--- src/rtl/mem_arb_pkg.sv ---
// mem_arb_pkg: shared types and constants for the two-master memory arbiter
package mem_arb_pkg;
  typedef enum logic [1:0] {S_IDLE, S_ISSUE, S_WAIT, S_ACK} state_t;
  localparam logic M_CPU = 1'b0;
  localparam logic M_DMA = 1'b1;
  localparam int WCW = 3;
endpackage

--- src/rtl/arb_rr_pick.sv ---
// arb_rr_pick: combinational two-way round-robin pick with optional owner lock
//   req0, req1 : pending requests
//   last       : last-granted master index
//   lock       : regrant last owner if it is still requesting
//   gnt        : winning master index; gnt_valid : any request present
module arb_rr_pick
  import mem_arb_pkg::*;
(
  input  logic req0,
  input  logic req1,
  input  logic last,
  input  logic lock,
  output logic gnt,
  output logic gnt_valid
);
  logic keep;
  always_comb begin
    keep = lock && (last ? req1 : req0);
    gnt_valid = req0 | req1;
    gnt = keep ? last : (req0 && req1) ? ~last : (req1 ? M_DMA : M_CPU);
  end
endmodule

--- src/rtl/mem_arbiter16.sv ---
// mem_arbiter16: round-robin arbiter sharing one RAM port between two masters
//   clk, reset (async, active-low)
//   m0_*/m1_*  : req/addr/we/wdata in, ack pulse and held rdata out
//   ram_*      : RAM address, one-cycle write strobe, write data, read data
//   owner      : granted or last-granted master; bus_busy : transaction in flight
//   MEM_ARBITER_LOCK_EN adds m0_lock/m1_lock for atomic back-to-back regrant
module mem_arbiter16
  import mem_arb_pkg::*;
#(
  parameter int AW = 16,
  parameter int DW = 16,
  parameter int RAM_WAIT = 1
) (
  input  logic          clk,
  input  logic          reset,
  input  logic          m0_req,
  input  logic [AW-1:0] m0_addr,
  input  logic          m0_we,
  input  logic [DW-1:0] m0_wdata,
  output logic          m0_ack,
  output logic [DW-1:0] m0_rdata,
  input  logic          m1_req,
  input  logic [AW-1:0] m1_addr,
  input  logic          m1_we,
  input  logic [DW-1:0] m1_wdata,
  output logic          m1_ack,
  output logic [DW-1:0] m1_rdata,
`ifdef MEM_ARBITER_LOCK_EN
  input  logic          m0_lock,
  input  logic          m1_lock,
`endif
  output logic [AW-1:0] ram_addr,
  output logic          ram_we,
  output logic [DW-1:0] ram_wdata,
  input  logic [DW-1:0] ram_rdata,
  output logic          owner,
  output logic          bus_busy
);
  state_t state, state_nx;
  logic [WCW-1:0] wcnt;
  logic lat_we, gnt, gnt_valid, lock_q;
  logic [DW-1:0] rdata0_q, rdata1_q;

  arb_rr_pick u_pick (
    .req0(m0_req),
    .req1(m1_req),
    .last(owner),
    .lock(lock_q),
    .gnt(gnt),
    .gnt_valid(gnt_valid)
  );

  always_comb begin
    state_nx = state;
    case (state)
      S_IDLE:  state_nx = gnt_valid ? S_ISSUE : S_IDLE;
      S_ISSUE: state_nx = (lat_we || RAM_WAIT == 0) ? S_ACK : S_WAIT;
      S_WAIT:  state_nx = (wcnt == '0) ? S_ACK : S_WAIT;
      default: state_nx = S_IDLE;
    endcase
  end

  // ram_addr/ram_wdata double as the transaction latch, so they hold after issue
  always_ff @(posedge clk or negedge reset) begin
    if (!reset) begin
      state <= S_IDLE;
      owner <= M_DMA;
      wcnt <= '0;
      lat_we <= 1'b0;
      ram_addr <= '0;
      ram_wdata <= '0;
      rdata0_q <= '0;
      rdata1_q <= '0;
    end else begin
      state <= state_nx;
      if (state == S_IDLE && gnt_valid) begin
        owner <= gnt;
        ram_addr <= gnt ? m1_addr : m0_addr;
        ram_wdata <= gnt ? m1_wdata : m0_wdata;
        lat_we <= gnt ? m1_we : m0_we;
      end
      if (state == S_ISSUE && !lat_we && RAM_WAIT != 0)
        wcnt <= WCW'(RAM_WAIT - 1);
      else if (state == S_WAIT && wcnt != '0)
        wcnt <= wcnt - 1'b1;
      if (state == S_ACK && !lat_we && owner == M_CPU)
        rdata0_q <= ram_rdata;
      if (state == S_ACK && !lat_we && owner == M_DMA)
        rdata1_q <= ram_rdata;
    end
  end

`ifdef MEM_ARBITER_LOCK_EN
  // lock is sampled at ack and only honoured in the immediately following idle cycle
  always_ff @(posedge clk or negedge reset) begin
    if (!reset)
      lock_q <= 1'b0;
    else
      lock_q <= (state == S_ACK) ? (owner ? m1_lock : m0_lock) : 1'b0;
  end
`else
  assign lock_q = 1'b0;
`endif

  assign ram_we = (state == S_ISSUE) && lat_we;
  assign bus_busy = state != S_IDLE;
  assign m0_ack = (state == S_ACK) && owner == M_CPU;
  assign m1_ack = (state == S_ACK) && owner == M_DMA;
  // read data is forwarded in the ack cycle and held in the register afterwards
  assign m0_rdata = (m0_ack && !lat_we) ? ram_rdata : rdata0_q;
  assign m1_rdata = (m1_ack && !lat_we) ? ram_rdata : rdata1_q;
endmodule

--- config.mk ---
export PLATFORM = sky130hd
export DESIGN_NAME = mem_arbiter16
export DESIGN_NICKNAME = d
export VERILOG_FILES = /design/src/rtl/mem_arb_pkg.sv /design/src/rtl/arb_rr_pick.sv /design/src/rtl/mem_arbiter16.sv
export SDC_FILE = /design/constraint.sdc
export NUM_CORES = 1
export LEC_CHECK = 0
export CAP_MARGIN = 20
export CORE_MARGIN = 5
export CORE_UTILIZATION = 45
export CTS_CLUSTER_SIZE = 16
export DETAILED_ROUTE_END_ITERATION = 8
export PLACE_DENSITY = 0.91
export SLEW_MARGIN = 20
export SYNTH_ARGS = -nofsm -noshare
export SYNTH_HDL_FRONTEND = slang
export SYNTH_SLANG_ARGS = --single-unit
--- constraint.sdc ---
create_clock -name clk -period 2.35 [get_ports clk]
set_input_delay 0.235 -clock clk [delete_from_list [all_inputs] [get_ports clk]]
set_output_delay 0.235 -clock clk [all_outputs]
set_load 0.01 [all_outputs]
-- Yosys cells after proc, flatten, opt, wreduce, memory -nomap -nowiden
Index checks and enable logic that the tools add are counted.
Widths: inputs -> output; s select.
- register bits after elaboration: 71
- input port bits: 86
- logic and storage cells: 45
- add/sub/neg operators: 1
- equality and inequality tests: 3
- muxes and demuxes: 13
- bitwise gates (word level): 2
- reduce and logical (&&, ||, !) cells: 18
- operators with widths (cell ; count):
    $mux 16 ; 4
    $logic_and 1x1->1 ; 12
    $mux 1 ; 6
    $mux 3 ; 2
    $pmux 2 s3 ; 1
    $eq 2x2->1 const B ; 2
    $reduce_bool 2->1 ; 2
    $logic_not 3->1 ; 1
    $reduce_bool 3->1 ; 1
    $sub 3x1->3 const B ; 1
    $eq 2x1->1 const B ; 1
    $logic_not 2->1 ; 1
    $logic_not 1->1 ; 1
    $not 1->1 ; 1
    $or 1x1->1 ; 1

-- Depth between registers and ports, before layout
Gate-level depths: netlist of run 1.
- word-level depth: 4
- gate-level depth with buffers: 6
- mapped depth without buffers: 6

-- Modules after synthesis
From an unflattened synthesis of run 1, not the netlist that was laid out.
- cells, all modules: 288
- area total of the unflattened synthesis: 3803.6 µm²
- by module, submodules not included (module ; times used ; cells an instance ; area an instance (µm²) ; seq. area each (µm²)):
    mem_arbiter16 ; 1 ; 285 ; 3781.1 ; 1778.0
    arb_rr_pick ; 1 ; 3 ; 22.5 ; 0.0

-- Worst setup path after synthesis of run 1
OpenSTA, ideal clock, no wires.
- kind: reg-to-output
- start point: reg state[0]
- end point: out m0_rdata[5]
- arrival time: 1520 ps
- data required time: 2115 ps
- slack: 595 ps
- stages on the path, launching flop included: 7
- cell sequence: dfrtp_1 ha_1 nor2b_2 nor2b_4 buf_6 buf_6 mux2_2
- word-level cells in the longest chain between the ends: 4
- RTL lines (element ; line ; source):
    from (decl) ; mem_arbiter16.sv:39 ; state_t state, state_nx;
    from (signal assigned) ; mem_arbiter16.sv:75 ; state <= state_nx;
    $eq 2x2->1 ; mem_arbiter16.sv:107 ; assign m0_ack = (state == S_ACK) && owner == M_CPU;
    $logic_and 1x1->1 ; mem_arbiter16.sv:107 ;
    named net m0_ack ; mem_arbiter16.sv:20 ; output logic m0_ack,
    $logic_and 1x1->1 ; mem_arbiter16.sv:110 ; assign m0_rdata = (m0_ack && !lat_we) ? ram_rdata : rdata0_q;
    $mux 16 ; mem_arbiter16.sv:110 ;
    to (decl) ; mem_arbiter16.sv:21 ; output logic [DW-1:0] m0_rdata,
The timed path passes the listed nets, and every way through them passes these cells.

-- Final worst setup path of run 1
- start point: reg state[0]
- end point: out m1_rdata[10]
- word-level cells in the longest chain between the ends: 4
- RTL lines (element ; line ; source):
    $eq 2x2->1 ; mem_arbiter16.sv:108 ; assign m1_ack = (state == S_ACK) && owner == M_DMA;
    $logic_and 1x1->1 ; mem_arbiter16.sv:108 ;
    $logic_and 1x1->1 ; mem_arbiter16.sv:111 ; assign m1_rdata = (m1_ack && !lat_we) ? ram_rdata : rdata1_q;
    $mux 16 ; mem_arbiter16.sv:111 ;
    to (decl) ; mem_arbiter16.sv:27 ; output logic [DW-1:0] m1_rdata,
No other way between the ends.

==> results of run 1 <==
cell families after synthesis:
kind of cell / after synthesis / synth area share (%)
buf+inv: 28 / 5.474
flops: 71 / 48.61
mux: 64 / 23.61
simple gates: 110 / 12.32
fa+ha+maj: 7 / 2.395
compound gates: 41 / 7.355
xor+xnor: 1 / 0.2395
sequential cells by signal, indices dropped and copies added (netlist names):
signal,flops
state,2
ram_addr,16
owner,1
wcnt,3
rdata0_q,16
lat_we,1
ram_wdata,16
rdata1_q,16
cell usage after synthesis (2+ instances only):
cell | instances | share of area (%)
mux2_2 | 20 | 6.2
buf_6 | 5 | 1.5
dfrtp_1 | 70 | 48
nand2_1 | 66 | 6.8
inv_1 | 6 | 0.62
ha_1 | 7 | 2.4
buf_12 | 3 | 1.6
nor2_1 | 37 | 3.8
buf_2 | 7 | 0.96
a211oi_1 | 3 | 0.62
a31oi_1 | 34 | 5.8
mux2_1 | 6 | 1.8
nor2b_1 | 2 | 0.34
mux2_4 | 38 | 16
clkbuf_1 | 7 | 0.72
final timing paths:
kind | from | to | slack [ns] | cells past startpoint
setup / recovery | state[0]$_DFF_PN0_ | m1_rdata[10] | 0.06 | 5
hold / removal | reset | wcnt[1]$_DFFE_PN0P_ | 0.35 | 2
setup reg to reg | state[0]$_DFF_PN0_ | rdata0_q[10]$_DFFE_PN0P_ | 0.45 | 8
hold reg to reg | rdata0_q[8]$_DFFE_PN0P_ | rdata0_q[8]$_DFFE_PN0P_ | 0.49 | 1
max in group asynchronous | reset | owner$_DFFE_PN1P_ | 1.34 | 3
min in group clk | m0_addr[13] | ram_addr[13]$_DFFE_PN0P_ | 0.45 | 3
final cells by class:
class	count	area share, %
timing repair buffer	181	31.67
clock buffer	10	2.278
clock inverter	6	1.519
sequential	71	31.73
tap	102	2.278
multi-input combinational	223	30.13
inverter	6	0.4020
repair_timing:
action                     CTS  global route
setup endpoints to repair   32            11
hold endpoints to repair    13             0
buffers inserted            13             1
hold buffers                 1             0
gates resized for setup     49             9
cloned                       2             0
pin swaps                    0             0
power by group:
group	internal, mW	switching, mW
logic	2.13	1.50
clock network	0.594	0.457
registers	1.83	0.349
cell usage in the layout (no fill, tap or decap), types with 2 or more instances in the layout:
cell type / count
nor2_1: 37
clkinv_2: 2
buf_2: 5
buf_6: 3
nor2b_4: 2
buf_4: 17
buf_12: 4
clkbuf_2: 4
mux2_1: 6
clkinvlp_4: 2
ha_1: 6
bufinv_16: 2
mux2_4: 38
nor2b_1: 2
dlygate4sd2_1: 23
a211oi_1: 3
buf_16: 2
inv_1: 6
clkdlybuf4s50_1: 122
mux2_2: 20
clkbuf_8: 9
dfrtp_1: 70
nand2_1: 66
a31oi_1: 34
metrics by stage:
step	instance area, µm²	power [mW]	instances
after detailed placement	5270	5.924	566
after global placement	5270	5.763	566
after global routing	5603	7.288	599
after CTS	5635	6.942	598
after floorplan	3657	4.127	322
final	5603	6.855	599
per-layer routing:
metal	share of wire [%]	GRT usage, %	vias up
met1	39	23.20	1416
met5	0	0	-
met2	48	33.79	145
li1	-	-	1440
met4	1.5	7.150	0
met3	11	7.644	15
worst max-delay path, cell delays in order, from the launching register on:
cell	delay (ns)
dfrtp_1	0.40
ha_2	0.20
and2_4	0.17
nand2b_4	0.14
mux2_4	0.31
clkdlybuf4s50_1	0.50
==> key figures, run 1 <==
Run status
  • Status: finished, final reports clean

Die
  • Chip width: 100.2 µm
  • Initial Utilization: 46.84%
  • Die area: 10,030 µm²
  • Row count: 32
  • Ports: between 150 and 200
  • Die H: 100.2 µm
  • Core ar.: around 8000 µm²

Cells and area
  • NumNets Final: 585
  • Synthesis-to-layout area growth: 53.20%
  • Fillers: 539
  • Layout cells sized above 1: 23.54%
  • Diode count: 0
  • FF/Latch Area: 1778 µm²
  • Multi-input gate area: 1688 µm²
  • Fin util: 71.76%

Global route
  • First-pass GRT wire length: 15,850 µm
  • GRT Util Overall: about a fifth
  • Largest net degree at the start of global routing: just over 50
  • Vias in the first global route: ~3.2k
  • Initial antenna violation count: 0
  • GR Overflow Total: 0

Timing
  • Worst hold slack: 0.3470 ns
  • Period utilization: 97.47%
  • Skew final: 0.006456 ns
  • RSZ-0062 raised after global routing: yes
  • Post-layout minimum cycle time: 2.291 ns
  • Final worst slack: about 0.059 ns
  • Total negative slack: 0 ns
  • Fin. max-slew vios: 0
  • Final setup fails: 0
  • Final number of hold-violating endpoints: 0
  • Fmax: 0.4366 GHz
  • Slew margin rel.: 58.44%
  • Tightest Pin Transition: 0.6235 ns

Min path
  • Worst hold path class: in -> async

Place
  • DP Wirelength: 7379 µm
  • DP Worst Slack: 0.1045 ns
  • Placer congestion estimate: 0.7589
  • Port bufs: 154

Route
  • Vias post-DR: 3,016
  • DR DRC count: 0
  • 1st-pass router iterations: 4
  • 1st-iter DRT viols: 53
  • Final WL: 10,050 µm
  • Via density: 5.035
  • Number of antenna-violating nets in the routed design: 0
  • Routed length per instance: 16.78 µm

Synth
  • Main synth FF type: dfrtp_1
  • Asr flop ratio synth: 100.0%
  • Syn nets: 415
  • Distinct cells, synth: 26
  • Mapped Cells: around 320
  • Post-Syn Area per Cell: about 11 µm²
  • Yosys reg bits: 71
  • Post-synth EDFFs: 0
  • Post-Syn Area: 3657 µm²
  • Synth warn: 0
  • Sequential area share after synthesis: 48.61%

Critical path
  • CP Max Fanout: 6
  • Setup crit end kind: output port
  • Crit path arrival time: 2.06 ns
  • CP Data Required Time: 2.12 ns
  • Crit Path Category: reg -> out
  • Startpoint types: flip-flop

Pwr
  • Leakage: between 2 and 3 nW
  • VDD IR max: 568.6 µV
  • Power Density: 1223 nW/µm²

Clocking
  • CTS tree: yes
  • Clk Latency, worst-skew pair: 0.33 ns
  • CTS Buf Count: 9
  • Clock transition at the registers of the reported paths: around 0.080 ns
  • Clock Sinks: 71
  • Clock root buffer: clkbuf_8
  • Clk buf depth: 2
  • H-tree levels: 3

Flow run
  • Max-Cap Viols: 0
(Power assumes the default switching activity.)
==> run 2: changes to the inputs <==
--- a/config.mk
+++ b/config.mk
@@ -7,10 +7,10 @@
 export LEC_CHECK = 0
 export CAP_MARGIN = 20
 export CORE_MARGIN = 5
-export CORE_UTILIZATION = 45
-export CTS_CLUSTER_SIZE = 16
+export CORE_UTILIZATION = 46
+export CTS_CLUSTER_SIZE = 28
 export DETAILED_ROUTE_END_ITERATION = 8
-export PLACE_DENSITY = 0.91
+export PLACE_DENSITY = 0.93
 export SLEW_MARGIN = 20
 export SYNTH_ARGS = -nofsm -noshare
 export SYNTH_HDL_FRONTEND = slang
==> key figures, run 2 (same netlist as run 1, synthesis figures left out) <==
Global route
  • GRT Util Overall: 20.36%
  • Vias in the first global route: 3,308
  • Initial antenna violation count: 0
  • First-pass GRT wire length: 15,980 µm
  • Largest net degree at the start of global routing: a little over 70
  • GR Overflow Total: 0

Die
  • Chip width: ~99 µm
  • Ports: approximately 160
  • Die H: 99.17 µm
  • Initial Utilization: ~47%
  • Die area: 9834 µm²
  • Row count: 32
  • Core ar.: ~7700 µm²

Pwr
  • VDD IR max: 581.0 µV
  • Clock power frac: 13.4%
  • Sw power: 2.298 mW
  • Power Density: 1202 nW/µm²
  • Int Pwr: 4.426 mW
  • Power share of the combinational group: 54.4%
  • Power, Total: 6.724 mW
  • Leakage: 2.531 nW
  • Register share of total power: 32.2%
  • Sw Ratio: 34.17%

Place
  • Placer congestion estimate: 0.7993
  • Port bufs: about 150
  • DP Wirelength: roughly 7100 µm
  • DP Worst Slack: 0.1203 ns

Flow run
  • Max-Cap Viols: 0

Timing
  • Fin. max-slew vios: 0
  • Post-layout minimum cycle time: 2.292 ns
  • Final number of hold-violating endpoints: 0
  • Total negative slack: 0 ns
  • Final setup fails: 0
  • Period utilization: 97.53%
  • Fmax: 0.4363 GHz
  • Tightest Pin Transition: 0.8964 ns
  • Slew margin rel.: 40.24%
  • Skew final: approximately 0.010 ns
  • RSZ-0062 raised after global routing: no
  • Final worst slack: 0.05801 ns
  • Worst hold slack: 0.01355 ns

Critical path
  • Reg2Reg Depth: 8
  • Crit-path most repeated cell: nor2b_4
  • Buf+Inv Stages, Crit Path: 2
  • CP Max Fanout: 8
  • CP Data Required Time: around 2.1 ns
  • Cell count along the critical path: 6
  • Crit Path Category: reg -> out
  • Crit path arrival time: roughly 2.1 ns
  • CP max-delay cell: dfrtp_1
  • CP peak stage delay: between 0.3 and 0.4 ns
  • Setup crit end kind: output port
  • Critical-path cell list: ha_2 -> nor2b_4 -> nor2b_4 -> clkbuf_16 -> mux2_4 -> dlygate4sd2_1
  • CP top delay family: buffers and inverters
  • Startpoint types: flip-flop
  • Reg2Reg Setup Slack: 0.49 ns

Cells and area
  • Fillers: 499
  • Fin util: 72.36%
  • FF/Latch Area: 1778 µm²
  • Layout cells sized above 1: 22.18%
  • Leading cell type in the layout, fill and taps excluded: clkdlybuf4s50_1
  • Diode count: 0
  • NumNets Final: 584
  • Most frequent cells in the layout: 121 x clkdlybuf4s50_1, 70 x dfrtp_1, 66 x nand2_1
  • Multi-input gate area: 1688 µm²
  • Synthesis-to-layout area growth: 52.89%

Clocking
  • H-tree levels: 3
  • Hold Buf Count CTS: 0
  • CTS Buf Count: 9
  • CTS tree: yes
  • Clock root buffer: clkbuf_8
  • Clock Sinks: 71
  • Clk buf depth: 2
  • Clock transition at the registers of the reported paths: 0.08 ns
  • Clk Latency, worst-skew pair: 0.34 ns

Route
  • Via density: 5.127
  • 1st-iter DRT viols: 73
  • 1st-pass router iterations: 4
  • Final WL: 10,040 µm
  • Routed length per instance: 16.79 µm
  • DR DRC count: 0
  • Vias post-DR: around 3.1k
  • Number of antenna-violating nets in the routed design: 0

Min path
  • Worst hold path class: in -> async

Run status
  • Status: finished, final reports clean
==> run 2: metal layers <==
metal	up-vias	track usage (%)	routed length, µm	share of wire [%]
met2	154	34.92	4798	48
met4	0	7.983	210	2.1
met5	-	0	0	0
met1	1462	23.47	4149	41
li1	1431	-	-	-
met3	19	6.802	882	8.8
==> run 2: repair_timing <==
item | 4_1_cts | 5_1_grt
setup buffers | 10 | 8
gates resized for setup | 33 | 3
gates cloned | 1 | 1
setup endpoints to repair | 32 | 13
==> run 2: cell type report <==
cell class	count	share of cell area, %
well taps	102	2.282
clock buffers	11	2.708
flip-flops and latches	71	31.80
inverters	6	0.4028
multi-input cells	223	30.19
repair buffers	180	32.04
clock inverters	5	0.5818
==> run 2: power groups by stage <==
stage / sequential [mW] / clock (mW) / combinational (mW)
after global placement: 2.15 / 0 / 3.61
after detailed placement: 2.20 / 0 / 3.71
after floorplan: 2.26 / 0 / 1.87
after global routing: 2.24 / 0.984 / 3.95
after CTS: 2.16 / 0.923 / 3.62
final: 2.17 / 0.899 / 3.66
==> run 2: path summary, 6_finish.rpt <==
kind,startpoint,end
hold reg to reg,rdata0_q[13]$_DFFE_PN0P_,rdata0_q[13]$_DFFE_PN0P_
setup reg to reg,state[1]$_DFF_PN0_,ram_addr[4]$_DFFE_PN0P_
setup / recovery,state[1]$_DFF_PN0_,m0_rdata[8]
min in group clk,m0_addr[10],ram_addr[10]$_DFFE_PN0P_
max in group asynchronous,reset,wcnt[1]$_DFFE_PN0P_
hold / removal,reset,rdata1_q[13]$_DFFE_PN0P_
==> run 2: through the flow <==
stage	cell area, µm²	std cells
2_1_floorplan	3657	322
3_3_place_gp	5243	562
3_5_place_dp	5243	562
4_1_cts	5498	589
5_1_grt	5592	598
6_report	5592	598
==> run 3: changes to the inputs <==
--- a/config.mk
+++ b/config.mk
@@ -5,12 +5,13 @@
 export SDC_FILE = /design/constraint.sdc
 export NUM_CORES = 1
 export LEC_CHECK = 0
+export ABC_AREA = 1
 export CAP_MARGIN = 20
 export CORE_MARGIN = 5
-export CORE_UTILIZATION = 46
+export CORE_UTILIZATION = 47
 export CTS_CLUSTER_SIZE = 28
 export DETAILED_ROUTE_END_ITERATION = 8
-export PLACE_DENSITY = 0.93
+export PLACE_DENSITY = 0.94
 export SLEW_MARGIN = 20
 export SYNTH_ARGS = -nofsm -noshare
 export SYNTH_HDL_FRONTEND = slang
==> key figures, run 3 <==
Route
  • 1st-pass router iterations: 4
  • Number of antenna-violating nets in the routed design: 0
  • Via density: 5.008
  • Vias post-DR: 3,711
  • DR DRC count: 0
  • Final WL: between 10,000 and 15,000 µm
  • 1st-iter DRT viols: 147
  • Routed length per instance: roughly 14 µm

Pwr
  • Sw Ratio: 37.89%
  • Power, Total: around 6.7 mW
  • Register share of total power: 31.5%
  • Int Pwr: 4.169 mW
  • Power share of the combinational group: 53.9%
  • Clock power frac: between 10% and 20%
  • VDD IR max: roughly 590 µV
  • Leakage: 3.132 nW
  • Sw power: 2.543 mW
  • Power Density: 1185 nW/µm²

Place
  • DP Wirelength: ~7600 µm
  • Placer congestion estimate: between 0.8 and 0.9
  • Port bufs: 154
  • DP Area: 5298 µm²

Timing
  • Tightest Pin Transition: 0.8614 ns
  • Worst hold slack: 0.02438 ns
  • Final number of hold-violating endpoints: 0
  • Fmax: about 0.44 GHz
  • Post-layout minimum cycle time: 2.267 ns
  • Slew margin rel.: 42.58%
  • Fin. max-slew vios: 0
  • Final setup fails: 0
  • Period utilization: 96.48%
  • Skew final: 0.009444 ns

Synth
  • Post-Syn Area: 3724 µm²
  • Top post-synthesis cells by area: dfrtp_1 47%, nand2_1 13%, inv_1 9.3%, nand3_1 9.0%, o21ai_0 5.0%
  • Synth top cells by count: 132 x nand2_1, 92 x inv_1, 70 x dfrtp_1
  • Top-area cell type share of the netlist area: a little under half
  • Top-count cell post-synth: nand2_1
  • Syn nets: 576
  • Asr flop ratio synth: 100.0%
  • Distinct cells, synth: 20
  • Mapped Cells: 483
  • Synth warn: 0
  • Main synth FF type: dfrtp_1
  • Cell taking the most area after synthesis: dfrtp_1
  • Post-Syn Area per Cell: just under 8 µm²
  • Post-synth EDFFs: 0
  • Sequential area share after synthesis: between 40% and 50%
  • Yosys reg bits: 71

Run status
  • Status: finished, final reports clean

Critical path
  • Crit path arrival time: ~2.0 ns
  • Worst R2R End: ram_addr[10]$_DFFE_PN0P_
  • Setup crit end kind: output port
  • Reg2Reg Depth: 8
  • CP Data Required Time: around 2.1 ns
  • Crit Path Category: reg -> out
  • Reg2reg start: state[0]$_DFF_PN0_
  • Startpoint types: flip-flop
  • Reg2Reg Setup Slack: 0.61 ns
  • CP Max Fanout: 12

Die
  • Row count: 32
  • Die area: between 9000 and 10,000 µm²
  • Die H: 99.01 µm
  • Core ar.: slightly below 8000 µm²
  • Initial Utilization: 48.19%
  • Ports: 155
  • Chip width: 99.01 µm

Clocking
  • Clock transition at the registers of the reported paths: 0.08 ns
  • H-tree levels: 3
  • Clock root buffer: clkbuf_8
  • Clk Latency, worst-skew pair: 0.32 ns
  • CTS Buf Count: 9
  • Clk buf depth: 2
  • Clock Sinks: slightly above 70
  • CTS tree: yes

Cells and area
  • Diode count: 0
  • Fillers: 546
  • Final cell area excluding filler cells: around 5700 µm²
  • Most frequent cells in the layout: 131 x nand2_1, 124 x clkdlybuf4s50_1, 92 x inv_1
  • Fin util: 73.30%
  • Leading cell type in the layout, fill and taps excluded: nand2_1
  • NumNets Final: 727
  • Synthesis-to-layout area growth: 52.12%
  • Layout cells sized above 1: between 8 and 9%

Global route
  • Largest net degree at the start of global routing: 72
  • Vias in the first global route: 3,713
  • GR Overflow Total: 0
  • Initial antenna violation count: 0
  • First-pass GRT wire length: 16,970 µm
  • GRT Util Overall: 21.11%

Min path
  • Worst hold path class: in -> async

Flow run
  • Max-Cap Viols: 0
## run 3: changes by cell type after synthesis, sizes merged, moves of 2 or more
cell	before	now
o21ai	0	70
a31oi	34	0
nor2	37	6
inv	6	93
buf	15	18
nand3	0	67
nor2b	4	0
a211oi	3	0
and2	2	0
nand2	66	141
nand3b	0	2
mux2	64	0
## run 3: how the worst max path moves through the flow
stage               slack (ns)  cells after the start           end                from
finish                    0.08                      7   m0_rdata[8]  state[0]$_DFF_PN0_
global placement          0.37                      8   m0_rdata[4]  state[0]$_DFF_PN0_
global route             -0.02                      7   m0_rdata[8]  state[1]$_DFF_PN0_
floorplan                 0.82                      7  m0_rdata[10]  state[0]$_DFF_PN0_
detailed placement        0.27                      8   m0_rdata[0]  state[0]$_DFF_PN0_
CTS                      0.004                      8   m0_rdata[2]  state[0]$_DFF_PN0_
## run 3: metal layers
metal,routed length [µm],vias to the layer above,global-route usage [%]
li1,-,1794,-
met1,4417,1716,26.34
met2,5155,189,35.69
met3,975,12,5.379
met4,153,0,6.933
met5,0,-,0
## run 3: cell type report
| cell class | count | area [µm²] | area share (%) |
|---|---|---|---|
| clock buffer | 11 | 151.4 | 2.673 |
| clock inverter | 5 | 56.30 | 0.9940 |
| inverter | 93 | 349.1 | 6.163 |
| multi-input combinational | 293 | 1429 | 25.23 |
| sequential | 71 | 1778 | 31.39 |
| tap | 102 | 127.6 | 2.253 |
| timing repair buffer | 166 | 1773 | 31.30 |
## run 3: metrics by stage
| stage | TNS [ns] | setup WS [ns] | instances |
|---|---|---|---|
| final | 0 | 0.08281 | 741 |
| after global routing | -0.04320 | -0.01848 | 741 |
| after CTS | 0 | 0.003916 | 739 |
| after detailed placement | 0 | 0.2740 | 719 |
| after global placement | 0 | 0.3668 | 719 |
| after floorplan | 0 | 0.8175 | 483 |
## run 3: timing repair
item,CTS,global route
buffers inserted,3,0
hold buffers,0,0
pin swaps,0,0
gates resized for setup,7,24
gates cloned,1,2
setup endpoints to repair,32,25
## run 3: power groups by stage
stage | sequential (mW) | clock, mW | combinational [mW]
final | 2.11 | 0.983 | 3.62
after global routing | 2.17 | 1.06 | 3.98
after global placement | 2.12 | 0 | 3.45
after CTS | 2.10 | 1.01 | 3.61
after detailed placement | 2.13 | 0 | 3.57
after floorplan | 2.21 | 0 | 1.65
## run 3: worst max-delay path, cell delays in order (launching register included)
cell and delay, ns:
dfrtp_1 0.36, ha_1 0.18, inv_1 0.05, nor2_2 0.14
nand2_4 0.11, buf_12 0.16, o21ai_1 0.15, clkdlybuf4s50_1 0.56
## run 3: cells by family (layout without fill, tap and decap cells)
group / after synthesis / after routing / share of synthesized area [%]
AND/OR/NAND/NOR: 216 / 216 / 25.10
buffers and inverters: 119 / 275 / 14.08
flip-flops: 71 / 71 / 47.75
AO/OA/AOI/OAI: 70 / 70 / 10.72
adder cells (fa/ha/maj): 7 / 7 / 2.352
